## config.mk

```make
export PLATFORM = sky130hd
export DESIGN_NAME = bcd_display_scanner
export DESIGN_NICKNAME = d
export VERILOG_FILES = /design/src/rtl/bcd_display_scanner.sv
export SDC_FILE = /design/constraint.sdc
export NUM_CORES = 1
export LEC_CHECK = 0
export ABC_AREA = 0
export CORE_MARGIN = 2
export CORE_UTILIZATION = 42
export DETAILED_ROUTE_END_ITERATION = 6
export PLACE_DENSITY = 0.71
export SETUP_SLACK_MARGIN = 0.5
export SLEW_MARGIN = 40
export SYNTH_ARGS = -nofsm -noshare
export SYNTH_HDL_FRONTEND = slang
export SYNTH_SLANG_ARGS = --single-unit
```

## constraint.sdc

```tcl
create_clock -name clk -period 2.8 [get_ports clk]
set_input_delay 0.56 -clock clk [delete_from_list [all_inputs] [get_ports clk]]
set_output_delay 0.56 -clock clk [all_outputs]
set_load 0.005 [all_outputs]
```

## src/rtl/bcd_display_scanner.sv

```systemverilog
// ============================================================================
// Module   : bcd_display_scanner
// Purpose  : Latches packed BCD into a shadow register and time-multiplexes
//            the digits onto a shared 7-segment bus with per-digit enables.
// Revision : 1.0  initial release
// ============================================================================
`default_nettype none

module bcd_display_scanner #(
  parameter int NUM_DIGITS = 4,
  parameter int SCAN_DIV   = 1024,
  parameter int DEADTIME   = 2,
  parameter int ACTIVE_LOW = 0
) (
  input  logic                    clk,
  input  logic                    rst,
  input  logic [4*NUM_DIGITS-1:0] bcd_in,
  input  logic                    load,
  input  logic                    blank_lz,
  output logic [6:0]              seg,
  output logic [NUM_DIGITS-1:0]   digit_en,
  output logic                    slot_tick
);

  localparam int c_pw = (SCAN_DIV > 1) ? $clog2(SCAN_DIV) : 1;
  localparam int c_iw = (NUM_DIGITS > 1) ? $clog2(NUM_DIGITS) : 1;
  localparam logic [c_pw-1:0]       c_p_last  = c_pw'(SCAN_DIV - 1);
  localparam logic [c_iw-1:0]       c_i_last  = c_iw'(NUM_DIGITS - 1);
  localparam logic [6:0]            c_seg_pol = (ACTIVE_LOW != 0) ? 7'h7F : 7'h00;
  localparam logic [NUM_DIGITS-1:0] c_en_pol  = (ACTIVE_LOW != 0) ? {NUM_DIGITS{1'b1}}
                                                                  : {NUM_DIGITS{1'b0}};

  logic [4*NUM_DIGITS-1:0] r_shadow;
  logic [c_pw-1:0]         r_p;
  logic [c_iw-1:0]         r_idx;
  logic [6:0]              r_seg;
  logic [NUM_DIGITS-1:0]   r_digit_en;
  logic                    r_slot_tick;

  logic [NUM_DIGITS-1:0]   w_keep;
  logic [NUM_DIGITS-1:0]   w_onehot;
  logic [3:0]              w_cur_digit;
  logic                    w_cur_keep;
  logic                    w_dead;
  logic                    w_blank;
  logic                    w_slot_end;
  logic [6:0]              w_seg_next;
  logic [NUM_DIGITS-1:0]   w_en_next;

  function automatic logic [6:0] decode(input logic [3:0] d);
    logic [6:0] s;
    case (d)
      4'd0:    s = 7'h3F;
      4'd1:    s = 7'h06;
      4'd2:    s = 7'h5B;
      4'd3:    s = 7'h4F;
      4'd4:    s = 7'h66;
      4'd5:    s = 7'h6D;
      4'd6:    s = 7'h7D;
      4'd7:    s = 7'h07;
      4'd8:    s = 7'h7F;
      4'd9:    s = 7'h6F;
      default: s = 7'h40;
    endcase
    return s;
  endfunction

  // A digit is kept visible when it or any more significant digit is non-zero.
  for (genvar k = 0; k < NUM_DIGITS; k++) begin : g_keep
    assign w_keep[k] = |r_shadow[4*NUM_DIGITS-1:4*k];
  end

  if (DEADTIME == 0) begin : g_no_dead
    assign w_dead = 1'b0;
  end else begin : g_dead
    assign w_dead = (r_p < c_pw'(DEADTIME));
  end

  always_comb begin
    w_cur_digit = 4'd0;
    w_cur_keep  = 1'b0;
    w_onehot    = '0;
    for (int k = 0; k < NUM_DIGITS; k++) begin
      if (r_idx == c_iw'(k)) begin
        w_cur_digit = r_shadow[4*k +: 4];
        w_cur_keep  = w_keep[k];
        w_onehot[k] = 1'b1;
      end
    end
  end

  assign w_slot_end = (r_p == c_p_last);
  assign w_blank    = blank_lz & (r_idx != '0) & ~w_cur_keep;
  assign w_seg_next = (w_dead | w_blank) ? 7'h00 : decode(w_cur_digit);
  assign w_en_next  = w_dead ? '0 : w_onehot;

  always_ff @(posedge clk or posedge rst) begin
    if (rst) begin
      r_shadow    <= '0;
      r_p         <= '0;
      r_idx       <= '0;
      r_seg       <= c_seg_pol;
      r_digit_en  <= c_en_pol;
      r_slot_tick <= 1'b0;
    end else begin
      if (load) r_shadow <= bcd_in;
      if (w_slot_end) begin
        r_p   <= '0;
        r_idx <= (r_idx == c_i_last) ? '0 : r_idx + c_iw'(1);
      end else begin
        r_p   <= r_p + c_pw'(1);
      end
      r_seg       <= w_seg_next ^ c_seg_pol;
      r_digit_en  <= w_en_next ^ c_en_pol;
      r_slot_tick <= w_slot_end;
    end
  end

  assign seg       = r_seg;
  assign digit_en  = r_digit_en;
  assign slot_tick = r_slot_tick;

endmodule

`default_nettype wire

```

== Word-level counts from Yosys, hierarchy flattened ==
Memories as Yosys holds them, arrays and structs flattened.
Cells that the tools add are included.

* Word-level logic and storage cells: 40
* Memories kept: 1
* Bits in read-only memories: 112
* Output and inout port bits: 12
* Bits in registers: 40

{| class="wikitable"
|+ Memories
! name !! depth !! bits a word !! read ports !! clocked after memory_dff !! wr ports !! RTL line !! source
|-
| (name not given) || 16 || 7 || 1 || 0 || 0 || 52 || <nowiki>case (d)</nowiki>
|}

* Bitwise operators: 4
* $lt $le $gt $ge: 1
* Add/subtract/negate cells: 2
* Muxes and demuxes: 16
* Equality and inequality tests: 4
* Reductions and logical operators: 6

{| class="wikitable"
|+ Operators with widths
! cell !! count
|-
| 4-bit two-way mux || 5
|-
| 16-bit OR reduction || 1
|-
| 12-bit OR reduction || 1
|-
| 10-bit by 1-bit adder with 10-bit output (second input constant) || 1
|-
| 10-bit equality test (second input constant) || 1
|-
| 10-bit by 2-bit less-than comparator with 1-bit output (second input constant) || 1
|-
| 10-bit two-way mux || 1
|-
| 1-bit two-way mux || 8
|-
| 8-bit OR reduction || 1
|-
| 7-bit two-way mux || 1
|-
| 2-bit equality test (second input constant) || 2
|-
| 4-bit OR reduction || 1
|-
| 2-bit by 1-bit adder with 2-bit output (second input constant) || 1
|-
| 1-bit AND || 2
|-
| 2-bit by 1-bit equality test with 1-bit output (second input constant) || 1
|-
| 2-bit logical NOT || 1
|-
| 2-bit two-way mux || 1
|-
| 2-bit nonzero test || 1
|-
| 1-bit inverter || 1
|-
| 1-bit OR || 1
|}

== Logic depth before layout (Yosys ltp) ==
Gate-level depths: netlist of run 1.

* Depth in word-level cells: 9
* Gate-level depth with buffers: 11
* Gate-level depth less buffers: 10

== Least setup slack after synthesis of run 1 ==
No wires, ideal clock.

* Kind: register to register
* From: register r_idx[1]
* To: register r_seg[5] (netlist: seg[5])
* Path buffers: 1
* Cell stages (with the launch flop): 12
* Arrival: 1,999 ps
* Setup slack: 719 ps
* Data required time: 2,718 ps
* Cells stage by stage: dfrtp_1 -> inv_1 -> ha_1 -> buf_2 -> nand3b_1 -> a21oi_1 -> a21oi_1 -> nor2_1 -> a21o_1 -> ha_1 -> or3_1 -> a31oi_1

* Longest elaborated chain between the ends: 9

{| class="wikitable"
|+ RTL lines
! item !! RTL line !! source
|-
| start, declared || 35 || <nowiki>logic [c_iw-1:0] r_idx;</nowiki>
|-
| start signal, assigned || 109 || <nowiki>r_idx <= (r_idx == c_i_last) ? '0 : r_idx + c_iw'(1);</nowiki>
|-
| parallel branches: the longest is 8 deep, another holds memory read 16 x 7 bit || n/a ||
|-
| 7-bit two-way mux (*) || 94 || <nowiki>assign w_seg_next = (w_dead | w_blank) ? 7'h00 : decode(w_cur_digit);</nowiki>
|-
| named net w_seg_next[5] || 47 || <nowiki>logic [6:0] w_seg_next;</nowiki>
|-
| end signal, assigned || 102 || <nowiki>r_seg <= c_seg_pol;</nowiki>
|-
| end signal, assigned || 113 || <nowiki>r_seg <= w_seg_next ^ c_seg_pol;</nowiki>
|-
| end, declared || 36 || <nowiki>logic [6:0] r_seg;</nowiki>
|}

Mark *: on every way through the listed nets, which the timed path passes.
A chain may end at the register's enable or synchronous reset.

== Final worst setup path of run 1 ==
* From: register r_idx[0]
* To: register r_seg[0] (netlist: seg[0])

The elaborated chain is that of the path after synthesis.

==> flow_metrics.tcl, run 1 <==
set metrics [dict create \
    cp_common_cell "buf_4" \
    synth-main-ff-cell "dfrtp_1" \
    required_ps 3030 \
    worst_pin_slew_ps 693 \
    p_per_area_nw_per_um2 492 \
    finish.utilization 0.559 \
    vias_per_cell 5.04 \
    synth_nets 203 \
    async_flop_share 1.00 \
    coreArea_um2 4350 \
    antenna_found_initial 0 \
    syn_inst 174 \
    clockBufferDepth 2 \
    cts-hold-fix-buffers 0 \
    dieHeight_um 71.1 \
    initial_core_util 0.434 \
    worst_setup_path_end_kind "flip-flop" \
    slew_headroom 0.536 \
    synth_area_um2 1890 \
    hold_viol 0 \
    cpPeakStageDelay_ps 430 \
    yosys_warnings 0 \
    power_mw 1.20 \
    grt.total_usage 0.155 \
    crit_fanout 6 \
    cts_buffers 5 \
    vias 1346 \
    drt_iter0_markers 80 \
    dr.pass1.iters 4 \
    num_rows 24 \
    nets 243 \
    synth-edff-count 0 \
    antennaDiodeCount 0 \
    rsz0062_at_grt "no" \
    ys_seq_area_frac 0.529 \
    clk_pin_slew_ps 80 \
    crit_chain "buf_4 -> ha_4 -> buf_4 -> o211a_1 -> nor2_2 -> inv_1 -> ha_1 -> or3_1 -> a31oi_1" \
    dp_slack_ps 447 \
    grt.overflow.total 0 \
    fmax_mhz 461 \
    cts_sinks 40 \
    ir_worst_vdd_mv 0.323 \
    io_pins 32 \
    syn2layout_area_growth_pct 28.7 \
    synth_cell_type_count 35 \
    grt_max_degree 41 \
    dpl.hpwl_um 2460 \
    htreeDepth 2 \
    cts_tree "yes" \
    grt_pass1_wl_um 6020 \
    timing.rr.start "r_idx[0]" \
    crit_type "reg -> reg" \
    synth-seq-cells 40 \
    wl_per_cell_um 13.1 \
    drive_above_1_share 0.186 \
    wirelength_um 3490 \
    ant_nets 0 \
    avgSynthCellArea_um2 10.9 \
    drc_errors 0 \
    setup_tns_ps 0 \
    grt_pass1_vias 1311 \
    drv_cap 0 \
    finalCriticalPeriod_ps 2170 \
    hp-start "r_p[0]" \
    clock-root-buffer "clkbuf_8" \
    hold_class "reg -> reg" \
    power.leakage_nw 1.10 \
    insertion_delay_ps 300 \
    start_kind "flip-flop" \
    startpoint "r_idx[0]" \
    slowest_stage "dfrtp_2" \
    globalplace.congestion 0.860 \
    finalWorstSetupSlack_ps 633 \
    die_x_um 71.1 \
    min_period_over_period 0.774 \
    setup_violations 0 \
    port_buffers 31 \
    run_status "completed" \
    arrival_ps 2390 \
    dieArea_um2 5050 \
    skew_ps 7.66 \
    drv_slew 0 \
]
==> layout make-up <==
type	count	area, um^2
clock buffers	6	82.6
clock inverters	2	10.0
fillers	371	1920
inverters	7	26.3
multi-input cells	121	876
flip-flops and latches	40	1000
well taps	52	65.1
repair buffers	39	370
==> sequential cells by signal, indices dropped and copies added, names as in the netlist <==
register / flops
digit_en: 4
r_idx: 2
r_p: 10
r_shadow: 16
seg: 7
slot_tick: 1
==> layer usage <==
metal	routed length [um]	track usage	share of wire
met1	1660	0.206	0.48
met5	0	0	0
met3	154	0.0399	0.044
met2	1590	0.234	0.46
met4	80	0.0818	0.023
==> path summary, 6_finish.rpt <==
| check | depth (start not counted) | endpoint | slack, ps |
|---|---|---|---|
| min | 1 | r_p[0] | 500 |
| max reg2reg | 9 | seg[0] | 630 |
| min reg2reg | 1 | r_p[0] | 500 |
| max in group asynchronous | 3 | r_idx[0] | 1760 |
| min in group asynchronous | 3 | digit_en[0] | 680 |
| max | 9 | seg[0] | 630 |
==> where the power goes <==
part	switching [mW]	leakage, nW	internal (mW)
sequential	0.0209	0.486	0.616
combinational	0.0662	0.561	0.0970
clock	0.200	0.0510	0.196
==> critical path, delay by kind of cell (launching register included) <==
family,cells,cell delay [ps]
DFF,1,430
and+or+nand+nor,2,540
buffers and inverters,3,360
AOI/OAI and AO/OA,2,410
adders and majority gates,2,360
==> synth_stat cells, drive strengths merged, types with 2 or more instances <==
cell type / count / area [um^2]
xor2: 5 / 43.8
a31oi: 5 / 31.3
nor2b: 3 / 18.8
o211a: 2 / 20.0
inv: 7 / 26.3
nand3: 3 / 15.0
mux2: 13 / 146
buf: 5 / 31.3
nor2: 12 / 45.0
or3: 2 / 12.5
dfrtp: 40 / 1000
ha: 9 / 113
a21o: 2 / 15.0
a22o: 3 / 26.3
and2: 4 / 25.0
o21ai: 8 / 40.0
nand2: 22 / 82.6
nor4: 4 / 25.0
o22ai: 2 / 18.8
and3: 4 / 25.0
a21oi: 7 / 35.0
xnor2: 2 / 17.5
==> per-stage QoR <==
step / hold WS [ps] / instance area (um^2) / std cells
2_1_floorplan: 448 / 1890 / 174
3_3_place_gp: 476 / 2250 / 253
3_5_place_dp: 481 / 2250 / 253
4_1_cts: 498 / 2340 / 261
5_1_grt: 521 / 2430 / 267
6_report: 500 / 2430 / 267
==> logic make-up after synthesis <==
family | Yosys count | synth area share
AOI/OAI and AO/OA | 32 | 0.114
muxes | 13 | 0.0774
adders and majority gates | 9 | 0.0596
DFF | 40 | 0.529
xor gates and xnor gates | 7 | 0.0324
buffers and inverters | 13 | 0.0324
and+or+nand+nor | 60 | 0.154
==> repair_timing <==
item                                    CTS  global route
endpoints found under the hold margin     0             0
cloned                                    0             0
buffers inserted                          0             6
resized for setup                         1            11
pin swaps                                 0             2
endpoints found under the setup margin    2             4
==> placed cells by master, fill, tap and decap left out, types with 2 or more instances in the layout <==
cell              n
and3_1            4
a21o_1            2
nor2_1           11
nand2_1          22
ha_1              5
xnor2_1           2
nand3_1           3
nor2b_1           3
clkdlybuf4s50_1  31
inv_1             5
nor4_1            4
xor2_1            5
o211a_1           2
inv_2             2
and2_1            4
a21oi_1           7
dfrtp_1          39
a22o_1            3
o21ai_0           5
mux2_2           13
clkinv_2          2
o21ai_1           3
buf_4             8
ha_4              3
clkbuf_8          6
a31oi_1           5
Note: power is estimated with default switching activity, not from simulation.
==> inputs of run 2 (changes only) <==
==> constraint.sdc (replaced) <==
create_clock -name clk -period 2.27 [get_ports clk]
set_input_delay 0.454 -clock clk [delete_from_list [all_inputs] [get_ports clk]]
set_output_delay 0.454 -clock clk [all_outputs]
set_load 0.005 [all_outputs]
==> run 2 against run 1 <==
Cell count up 3.4%. Sequential share of layout area decreased by 2.7 points. Clock skew is 5.2 ps lower. Clock power is 20% higher. Maximum frequency grew 4.5%. Largest cell class unchanged.
==> flow_metrics.tcl, run 2 (synthesis gave the netlist of run 1 again) <==
set metrics [dict create \
    setup_violations 0 \
    dpl.hpwl_um 2430 \
    grt_pass1_vias 1384 \
    final_common_cell "dfrtp_1" \
    hold_viol 0 \
    endpoint "seg[0]" \
    antennaDiodeCount 0 \
    fillers 345 \
    port_buffers 31 \
    rsz0062_at_grt "yes" \
    ir_worst_vdd_mv 0.337 \
    clk_pin_slew_ps 70 \
    grt.overflow.total 0 \
    skew_ps 2.43 \
    cts-hold-fix-buffers 0 \
    drv_slew 0 \
    hold_class "reg -> reg" \
    hp-start "r_p[0]" \
    place_inst 253 \
    r2r_setup_slack_ps 200 \
    htreeDepth 2 \
    min_period_over_period 0.914 \
    finalCriticalPeriod_ps 2070 \
    power_mw 1.51 \
    antenna_found_initial 0 \
    crit_type "reg -> reg" \
    drt_iter0_markers 62 \
    insertion_delay_ps 290 \
    ant_nets 0 \
    crit_fanout 7 \
    start_kind "flip-flop" \
    num_rows 24 \
    wirelength_um 3770 \
    startpoint "r_idx[0]" \
    dieHeight_um 71.1 \
    power.leakage_nw 1.14 \
    clock-root-buffer "clkbuf_8" \
    mostFrequentLayoutCells "39 x dfrtp_1, 31 x clkdlybuf4s50_1, 22 x nand2_1" \
    grt_pass1_wl_um 6400 \
    worst_setup_path_end_kind "flip-flop" \
    stdcell_count 276 \
    dieArea_um2 5050 \
    timing.rr.start "r_idx[0]" \
    arrival_ps 2290 \
    largest_register_ffs 16 \
    grt.total_usage 0.164 \
    clockBufferDepth 2 \
    coreArea_um2 4350 \
    globalplace.congestion 0.812 \
    nets 252 \
    cts_tree "yes" \
    r2r_cells 9 \
    grt_max_degree 41 \
    cts_buffers 5 \
    p_per_area_nw_per_um2 581 \
    drive_above_1_share 0.272 \
    dr.pass1.iters 4 \
    finish.utilization 0.597 \
    initial_core_util 0.434 \
    setup_tns_ps 0 \
    fmax_mhz 482 \
    wl_per_cell_um 13.6 \
    top_register "r_shadow" \
    drc_errors 0 \
    io_pins 32 \
    run_status "completed" \
    cts_sinks 40 \
    syn2layout_area_growth_pct 37.6 \
    required_ps 2480 \
    slew_headroom 0.673 \
    r2r_end "seg[0]" \
    vias_per_cell 5.17 \
    drv_cap 0 \
    vias 1428 \
    worst_pin_slew_ps 491 \
    die_x_um 71.1 \
]
-- run 2: final cells by class --
class	count	area (um^2)	area share
Clock buffer	8	90.1	0.0346
Inverter	7	28.8	0.0111
Multi-Input combinational cell	121	970	0.373
Sequential cell	40	1000	0.385
Tap cell	52	65.1	0.0250
Timing Repair Buffer	48	445	0.171
-- run 2: worst min-delay path by stage --
stage	endpoint	slack, ps	depth (start not counted)
floorplan	r_p[0]	450	1
global placement	r_p[0]	470	1
detailed placement	r_p[0]	480	1
CTS	r_p[0]	490	1
global route	r_p[0]	530	1
finish	r_p[0]	480	1
-- run 2: worst max-delay path: stages (launching register included) --
cell and delay, ps:
dfrtp_2 470, ha_4 200, nand3b_1 180, a21oi_2 140, a21oi_1 60, nor2_1 170, a21oi_2 60, ha_2 180
or3_4 370, a31oi_4 180
-- run 2: what timing repair did --
item	CTS	global route
endpoints found under the setup margin	7	10
endpoints found under the hold margin	0	0
gates resized for setup	13	13
pin swaps	13	10
buffers inserted	12	3
-- run 2: layer usage --
| layer | global-route usage | vias up | share of wire |
|---|---|---|---|
| met3 | 0.0442 | 4 | 0.033 |
| met1 | 0.213 | 693 | 0.45 |
| li1 | - | 699 | - |
| met5 | 0 | - | 0 |
| met2 | 0.259 | 32 | 0.50 |
| met4 | 0.0692 | 0 | 0.016 |
-- run 2: where the power goes --
part           internal (mW)  switching [mW]
sequential             0.760          0.0281
clock                  0.248           0.229
combinational          0.147           0.100
total                   1.16           0.357
-- run 2: stage by stage --
| step | area (um^2) | setup slack [ps] | hold slack (ps) |
|---|---|---|---|
| finish | 2600 | 195 | 481 |
| global route | 2600 | 51.0 | 531 |
| CTS | 2510 | 223 | 486 |
| detailed placement | 2270 | 32.0 | 476 |
| global placement | 2270 | 149 | 474 |
| floorplan | 1930 | 291 | 448 |
